--- src/rtl/demux2_reg.sv ---
// 1-to-2 registered demultiplexer: each output port owns a single holding
// register with ready/valid handshake and a wrapping delivery counter.

module demux2_reg_port #(
    parameter int WIDTH = 32
) (
    input  logic             clk,
    input  logic             rst_n,
    input  logic             load,
    input  logic             ready,
    input  logic [WIDTH-1:0] in_data,
    output logic             valid,
    output logic [WIDTH-1:0] data,
    output logic [15:0]      cnt,
    output logic             free
);
    logic             valid_q, valid_d;
    logic [WIDTH-1:0] data_q, data_d;
    logic [15:0]      cnt_q, cnt_d;
    logic             deliver;

    always_comb begin
        deliver = valid_q && ready;
        free    = !valid_q || ready;
        valid_d = valid_q;
        data_d  = data_q;
        cnt_d   = cnt_q;
        // a load wins over a drain so a same-cycle drain+load leaves no bubble
        if (load) begin
            valid_d = 1'b1;
            data_d  = in_data;
        end else if (deliver) begin
            valid_d = 1'b0;
        end
        if (deliver) cnt_d = cnt_q + 16'd1;
    end

    always_ff @(posedge clk or negedge rst_n) begin
        if (!rst_n) begin
            valid_q <= 1'b0;
            data_q  <= '0;
            cnt_q   <= '0;
        end else begin
            valid_q <= valid_d;
            data_q  <= data_d;
            cnt_q   <= cnt_d;
        end
    end

    assign valid = valid_q;
    assign data  = data_q;
    assign cnt   = cnt_q;
endmodule

module demux2_reg #(
    parameter int WIDTH = 32
) (
    input  logic             clk,
    input  logic             rst_n,
    input  logic             in_valid,
    input  logic [WIDTH-1:0] in_data,
    input  logic             in_sel,
    output logic             in_ready,
    output logic             a_valid,
    output logic [WIDTH-1:0] a_data,
    input  logic             a_ready,
    output logic             b_valid,
    output logic [WIDTH-1:0] b_data,
    input  logic             b_ready,
    output logic [15:0]      cnt_a,
    output logic [15:0]      cnt_b
);
    localparam int NUM_PORTS = 2;

    logic [NUM_PORTS-1:0]            port_free;
    logic [NUM_PORTS-1:0]            port_load;
    logic [NUM_PORTS-1:0]            port_ready;
    logic [NUM_PORTS-1:0]            port_valid;
    logic [NUM_PORTS-1:0][WIDTH-1:0] port_data;
    logic [NUM_PORTS-1:0][15:0]      port_cnt;
    logic                            accept;

    assign port_ready = {b_ready, a_ready};
    // ready only looks at the selected port, so a stalled peer never blocks
    assign in_ready   = port_free[in_sel];
    assign accept     = in_valid && in_ready;

    for (genvar g = 0; g < NUM_PORTS; g++) begin : g_port
        localparam logic SEL = (g == 1);
        assign port_load[g] = accept && (in_sel == SEL);

        demux2_reg_port #(.WIDTH(WIDTH)) u_port (
            .clk     (clk),
            .rst_n   (rst_n),
            .load    (port_load[g]),
            .ready   (port_ready[g]),
            .in_data (in_data),
            .valid   (port_valid[g]),
            .data    (port_data[g]),
            .cnt     (port_cnt[g]),
            .free    (port_free[g])
        );
    end

    assign a_valid = port_valid[0];
    assign a_data  = port_data[0];
    assign cnt_a   = port_cnt[0];
    assign b_valid = port_valid[1];
    assign b_data  = port_data[1];
    assign cnt_b   = port_cnt[1];
endmodule
--- config.mk ---
export PLATFORM = sky130hd
export DESIGN_NAME = demux2_reg
export DESIGN_NICKNAME = d
export VERILOG_FILES = /design/src/rtl/demux2_reg.sv
export SDC_FILE = /design/constraint.sdc
export NUM_CORES = 1
export LEC_CHECK = 0
export ABC_AREA = 1
export CELL_PAD_IN_SITES_DETAIL_PLACEMENT = 0
export CELL_PAD_IN_SITES_GLOBAL_PLACEMENT = 1
export CORE_MARGIN = 2
export CORE_UTILIZATION = 37
export CTS_CLUSTER_DIAMETER = 50
export DETAILED_ROUTE_END_ITERATION = 10
export PLACE_DENSITY = 0.94
export REMOVE_ABC_BUFFERS = 1
export SYNTH_ARGS = -nofsm -noshare
export SYNTH_HDL_FRONTEND = slang
export SYNTH_SLANG_ARGS = --single-unit
export TNS_END_PERCENT = 5
--- constraint.sdc ---
create_clock -name clk -period 1.8 [get_ports clk]
set_input_delay 0.18 -clock clk [delete_from_list [all_inputs] [get_ports clk]]
set_output_delay 0.18 -clock clk [all_outputs]
set_load 0.02 [all_outputs]
Word level (Yosys, flattened, before mapping)

Index checks and enable logic that the tools add are counted.

Flip-flop bits (word level): 98
Output and inout port bits: 99
Word-level logic and storage cells: 27
Input bits: 38

Add/sub/neg operators: 2
Order comparisons: 1
Muxes and demuxes: 6
Bitwise logic cells: 1
Reduce and logical (&&, ||, !) cells: 11

Operators by type and width:

| operator                                                   | number |
|---|---|
| adder 16 x 1 -> 16 bit, second input constant              | 2 |
| two-way mux 1 bit                                          | 6 |
| logical AND 1 bit                                          | 5 |
| nonzero test 2 bit                                         | 2 |
| logical NOT 1 bit                                          | 2 |
| logical OR 1 bit                                           | 2 |
| less-than comparator 1 x 2 -> 1 bit, second input constant | 1 |
| NOT 1 bit                                                  | 1 |

Longest topological paths before layout

Gate-level depths: netlist (run 1).

Word-level depth: 7
Mapped depth: 8
Mapped depth without buffers: 8

By module

A second synthesis (run 1) with hierarchy kept.

Cell total of the unflattened synthesis: 507
Area total of the unflattened synthesis: 4355.4 um^2

Modules (own cells, without submodules):

| module          | seq. area each (um^2) | times used | area an instance (um^2) | cells an instance |
|---|---|---|---|---|
| demux2_reg_port | 1226.2                | 2          | 2162.1                  | 250 |
| demux2_reg      | 0.0                   | 1          | 31.3                    | 7 |

Least setup slack after synthesis (run 1)

Ideal clock, no wire load.

Path kind: flip-flop to flip-flop
Start: reg g_port[0].u_port.cnt_q[1]
End: reg g_port[0].u_port.cnt_q[14]
Arrival: 1.290 ns
Stages on the path, launching flop included: 9
Data required time: 1.687 ns
Setup slack: 0.397 ns
Cells stage by stage: dfrtp_1 > ha_1 > nand2_1 > nor2_2 > nand2_2 > nor2_4 > nand3_1 > nand2_1 > inv_1

Longest elaborated chain between the ends: 1

RTL lines:

| element                | line | text |
|---|---|---|
| from (decl)            | 19   | `logic [15:0] cnt_q, cnt_d;` |
| from (signal assigned) | 46   | `cnt_q <= cnt_d;` |
| adder 16 x 1 -> 16 bit | 35   | `if (deliver) cnt_d = cnt_q + 16'd1;` |

Every way passes these cells.
A chain may end at the register's enable or synchronous reset.

Worst setup path in the final report (run 1)

Start: reg g_port[0].u_port.cnt_q[8]
End: out cnt_a[8]

RTL lines:

| element   | line | text |
|---|---|---|
| to (decl) | 70   | `output logic [15:0] cnt_a,` |

No word-level cell between the ends.

==> impl_metrics.py, run 1 <==
metrics = {
    "outcome": {
        "outcome": "finished with violations",
        "violations": "DRC",
    },
    "sta": {
        "fin_crit_sh_pct": 89.72,
        "rsz0062_at_grt": "false",
        "fmax_ghz": 0.6192,
        "final_max_slew_viol_count": 0,
        "finalSetupViolations": 0,
        "slew_headroom_pct": 64.71,
        "post-route-min-period_ns": 1.615,
        "tightest_slew_ns": 0.5293,
        "whs_ns": 0.4124,
        "hold_viol": 0,
        "finClkSkew_ns": 0.006717,
    },
    "critical_path": {
        "arrival_ns": 1.43,
        "crit_required_ns": 1.62,
        "reg2reg_to": "g_port[0].u_port.cnt[14]$_DFFE_PN0P_",
        "cp.depth": 1,
        "crit_path_start": "g_port[0].u_port.cnt[8]$_DFFE_PN0P_",
        "crit_fanout": 6,
        "slowest_stage": "clkdlybuf4s50_1",
        "r2r_start": "g_port[0].u_port.cnt[1]$_DFFE_PN0P_",
        "crit_end": "cnt_a[8]",
        "worst-r2r-setup-slack_ns": 0.33,
        "cpPeakStageDelay_ns": 0.65,
        "path_buf_inv": 1,
        "critical_path.top_delay_family": "buffers and inverters",
        "start_kind": "register",
        "ff2ff_path_depth": 8,
        "path_cells": "clkdlybuf4s50_1",
        "end_kind": "output pin",
        "critPathKind": "reg -> out",
    },
    "floorplan": {
        "dieArea_um2": 12760,
        "die_height_um": 112.9,
        "initial_core_util_pct": 38.14,
        "num_io_pins": 137,
        "die_x_um": 112.9,
        "core_area_um2": 11520,
        "rows": 39,
    },
    "detailed_routing": {
        "drtIter0Drc": 119,
        "first_pass_iters": 7,
        "drc": 6,
        "avgViaCountPerCell": 4.634,
        "wl_per_cell_um": 13.35,
        "vias": 3494,
        "detail-route-antenna-nets": 0,
        "totalWireLength_mm": 10.07,
    },
    "logic_synthesis": {
        "synth_top_cells_by_area": "dfrtp_1 (56%), nand2_1 (11%), o21ai_2 (6.8%), inv_1 (5.8%), buf_6 (3.1%)",
        "yosysTopAreaCell": "dfrtp_1",
        "synth_area_per_cell_um2": 9.404,
        "yosys.cell_types.count": 24,
        "netlist_area_um2": 4392,
        "yosysWarningCount": 0,
        "syn-instance-count": 467,
        "synth_top_area_share_pct": 55.84,
        "synth_seq_cells": 98,
        "synth-seq-area-share_pct": 55.84,
    },
    "final_layout": {
        "mostFrequentLayoutCells": "clkdlybuf4s50_1 (134), nand2_1 (127), dfrtp_1 (98)",
        "drive_gt1_share_pct": 11.62,
        "areaGrowthSynthToFinish_pct": 40.06,
        "diodes": 0,
        "final-seq-area_um2": 2452,
        "num-nets-final": 647,
        "multi_input_area_um2": 1538,
        "post-route-util_pct": 53.41,
        "layout_commonest_cell": "clkdlybuf4s50_1",
        "final.fill_count": 1033,
    },
    "clock_network": {
        "clk_pin_slew_ns": 0.07,
        "ctsLongestPathBuffers": 2,
        "ctsRootBufferMaster": "clkbuf_16",
        "clkSinkCount": 98,
        "clock_latency_ns": 0.33,
        "cts_buffers": 9,
        "cts_tree": "done",
        "htreeDepth": 3,
        "cts_setup_buffers": 0,
    },
    "job": {
        "maxCapViolCount": 0,
    },
    "global_routing": {
        "grt_max_degree": 99,
        "overflow": 0,
        "grt.total_usage_pct": 16.75,
        "grt_pass1_vias": 3687,
        "antenna_found_initial": 0,
        "grt_pass1_wl_mm": 17.26,
    },
    "min_path": {
        "hp-class": "in -> reg",
    },
    "placed_design": {
        "dp_hpwl_mm": 7.130,
        "io_buffers": 136,
        "place.gp.congestion": 0.8491,
    },
    "power": {
        "p_leak_nw": 2.888,
        "ir_drop_mv": 0.5710,
        "p_per_area_nw_per_um2": 1074,
    },
}
## per-layer routing
| metal | global-route usage [%] | routed length (um) | vias up |
|---|---|---|---|
| met2 | 28.47 | 4954 | 90 |
| met3 | 4.553 | 670 | 14 |
| li1 | - | - | 1724 |
| met1 | 20.38 | 4251 | 1666 |
| met4 | 6.504 | 191 | 0 |
| met5 | 0 | 0 | - |
## final cells by class
class / count / area share (%)
sequential: 98 / 39.87
multi-input combinational: 286 / 25.00
timing repair buffer: 143 / 23.58
clock buffer: 13 / 4.231
inverter: 69 / 4.211
tap: 143 / 2.909
clock inverter: 2 / 0.2034
## state kept, by name (all words and copies together) (netlist names)
register	count
g_port.u_port.data	64
g_port.u_port.cnt	32
g_port.u_port.valid	2
## synthesized netlist by cell type, drive strengths merged
master / count
nand4: 10
dfrtp: 98
nand2: 133
inv: 69
xnor2: 6
nor3: 1
nand3b: 1
xor2: 14
nor2: 38
nor3b: 1
buf: 12
a31oi: 1
clkbuf: 2
ha: 2
o21ai: 64
nand3: 15
## metrics by stage
step	instance area, um2	TNS (ns)	setup slack (ns)	std cells	power [mW]
after floorplan	4249	-2.644	-0.06819	453	3.807
after global placement	5869	0	0.01206	738	4.804
after detailed placement	5869	0	0.01811	738	4.874
after CTS	6151	0	0.1775	754	6.677
after global routing	6151	0	0.1478	754	6.951
final	6151	0	0.1851	754	6.604
## where the power goes
part / total [mW] / switching [mW] / internal [mW]
clock: 1.79 / 0.782 / 1.00
sequential: 2.85 / 0.293 / 2.56
combinational: 1.97 / 1.04 / 0.924
total: 6.60 / 2.12 / 4.48
## kinds of logic after synthesis
logic type                 Yosys count  share of synthesized area (%)
xor gates and xnor gates            20                          3.989
adders and majority gates            2                         0.5697
AOI/OAI and AO/OA                   65                          10.34
DFF                                 98                          55.84
buffers and inverters               83                          9.145
and+or+nand+nor                    199                          20.11
## what timing repair did
action	CTS	global route
endpoints found under the hold margin	98	0
setup endpoints to repair	1	0
hold buffers	1	0
resized for setup	1	0
## worst min path at each step
stage | start | end | cells after the start
after detailed placement | rst_n | g_port[1].u_port.data[31]$_DFFE_PN0P_ | 2
after global placement | rst_n | g_port[1].u_port.data[31]$_DFFE_PN0P_ | 2
final | in_data[17] | g_port[1].u_port.data[17]$_DFFE_PN0P_ | 3
after floorplan | rst_n | g_port[0].u_port.cnt[0]$_DFFE_PN0P_ | 0
after global routing | in_data[28] | g_port[0].u_port.data[28]$_DFFE_PN0P_ | 3
after CTS | in_data[15] | g_port[1].u_port.data[15]$_DFFE_PN0P_ | 3
Power figures use the tool's default switching activity.
==> run 2, diff against run 1 <==
Settings changed: CORE_ASPECT_RATIO from default to 1.2, SKIP_CTS_REPAIR_TIMING from default to 1.
==> impl_metrics.py, run 2 (synthesis gave the netlist of run 1 again) <==
metrics = {
    "detailed_routing": {
        "drc": 0,
        "drtIter0Drc": 138,
        "avgViaCountPerCell": 4.552,
        "first_pass_iters": 5,
        "totalWireLength_mm": 10.21,
        "wl_per_cell_um": 13.26,
        "detail-route-antenna-nets": 0,
        "vias": 3505,
    },
    "sta": {
        "slew_headroom_pct": 67.80,
        "fin_crit_sh_pct": 91.03,
        "post-route-min-period_ns": 1.639,
        "tightest_slew_ns": 0.4831,
        "final.setup.tns_ns": 0,
        "fmax_ghz": 0.6103,
        "final_max_slew_viol_count": 0,
        "rsz0062_at_grt": "false",
        "hold_viol": 0,
        "finClkSkew_ns": 0.006167,
        "finalSetupViolations": 0,
    },
    "final_layout": {
        "diodes": 0,
        "multi_input_area_um2": 1538,
        "areaGrowthSynthToFinish_pct": 41.88,
        "mostFrequentLayoutCells": "clkdlybuf4s50_1 (134), nand2_1 (127), dfrtp_1 (98)",
        "drive_gt1_share_pct": 12.23,
        "final-seq-area_um2": 2452,
        "final.fill_count": 1051,
        "layout_commonest_cell": "clkdlybuf4s50_1",
        "num-nets-final": 648,
        "largest_reg_flops": 64,
        "post-route-util_pct": 53.87,
        "design_area_um2": 6231,
    },
    "outcome": {
        "outcome": "complete, no violations",
    },
    "placed_design": {
        "place.gp.congestion": 0.8602,
        "io_buffers": 136,
        "placed_area_um2": 5894,
        "dp_hpwl_mm": 7.494,
    },
    "clock_network": {
        "clkSinkCount": 98,
        "cts_buffers": 9,
        "htreeDepth": 3,
        "ctsRootBufferMaster": "clkbuf_16",
        "clk_pin_slew_ns": 0.07,
        "cts_tree": "done",
        "ctsLongestPathBuffers": 2,
        "clock_latency_ns": 0.34,
    },
    "global_routing": {
        "grt.busiest_layer": "met2",
        "grt.total_usage_pct": 16.84,
        "antenna_found_initial": 0,
        "met3_usage_pct": 3.618,
        "use_met2_pct": 28.87,
        "grt_pass1_vias": 3588,
        "overflow": 0,
        "gr-usage-met1_pct": 19.48,
        "grt_max_degree": 66,
        "grt_pass1_wl_mm": 16.82,
    },
    "power": {
        "power_mw": 6.901,
        "p_per_area_nw_per_um2": 1107,
        "ir_drop_mv": 0.5517,
        "p_leak_nw": 2.922,
    },
    "critical_path": {
        "start_kind": "register",
        "path_cells": "clkdlybuf4s50_1",
        "critPathKind": "reg -> out",
        "crit_required_ns": 1.62,
        "slowest_stage": "clkdlybuf4s50_1",
        "cpPeakStageDelay_ns": 0.65,
        "end_kind": "output pin",
        "crit_fanout": 6,
        "path_buf_inv": 1,
        "arrival_ns": 1.46,
        "critical_path.top_delay_family": "buffers and inverters",
    },
    "floorplan": {
        "core_area_um2": 11570,
        "die_height_um": 123.3,
        "dieArea_um2": 12760,
        "rows": 43,
        "initial_core_util_pct": 37.97,
        "num_io_pins": 137,
        "die_x_um": 103.5,
    },
    "min_path": {
        "hp-class": "in -> async",
    },
    "job": {
        "maxCapViolCount": 0,
    },
}
run 2: final cells by class:
class                           instances  share of cell area [%]
Sequential cell                        98                   39.36
Multi-Input combinational cell        286                   24.68
Timing Repair Buffer                  144                   23.45
Inverter                               69                   4.157
Clock buffer                            9                   3.614
Tap cell                              157                   3.153
Clock inverter                          7                   1.586
run 2: worst paths after layout:
kind | from | end | slack [ns] | cells after the start
max in group asynchronous | rst_n | g_port[1].u_port.data[11]$_DFFE_PN0P_ | 0.83 | 3
hold / removal | rst_n | g_port[0].u_port.data[25]$_DFFE_PN0P_ | 0.34 | 2
min in group clk | in_data[30] | g_port[0].u_port.data[30]$_DFFE_PN0P_ | 0.41 | 3
setup / recovery | g_port[0].u_port.cnt[8]$_DFFE_PN0P_ | cnt_a[8] | 0.16 | 1
setup reg to reg | g_port[0].u_port.cnt[1]$_DFFE_PN0P_ | g_port[0].u_port.cnt[12]$_DFFE_PN0P_ | 0.37 | 8
hold reg to reg | g_port[0].u_port.data[23]$_DFFE_PN0P_ | g_port[0].u_port.data[23]$_DFFE_PN0P_ | 0.48 | 2
run 2: through the flow:
stage	worst slack (ns)	hold slack (ns)	std cells
global placement	-0.06513	0.1734	753
global route	0.1189	0.3955	770
detailed placement	-0.05926	0.1749	753
floorplan	-0.06819	-0.1156	453
finish	0.1614	0.3391	770
CTS	-0.08530	-0.1950	769
run 2: where the power goes:
part | switching, mW | total, mW | internal (mW)
clock | 0.853 | 2.08 | 1.23
combinational | 1.04 | 1.96 | 0.926
sequential | 0.298 | 2.85 | 2.56
run 2: per-layer routing:
metal	up-vias	part of all wire (%)
met5	-	0
met4	0	3.3
met3	21	5.0
met2	83	52
met1	1670	40
li1	1731	-
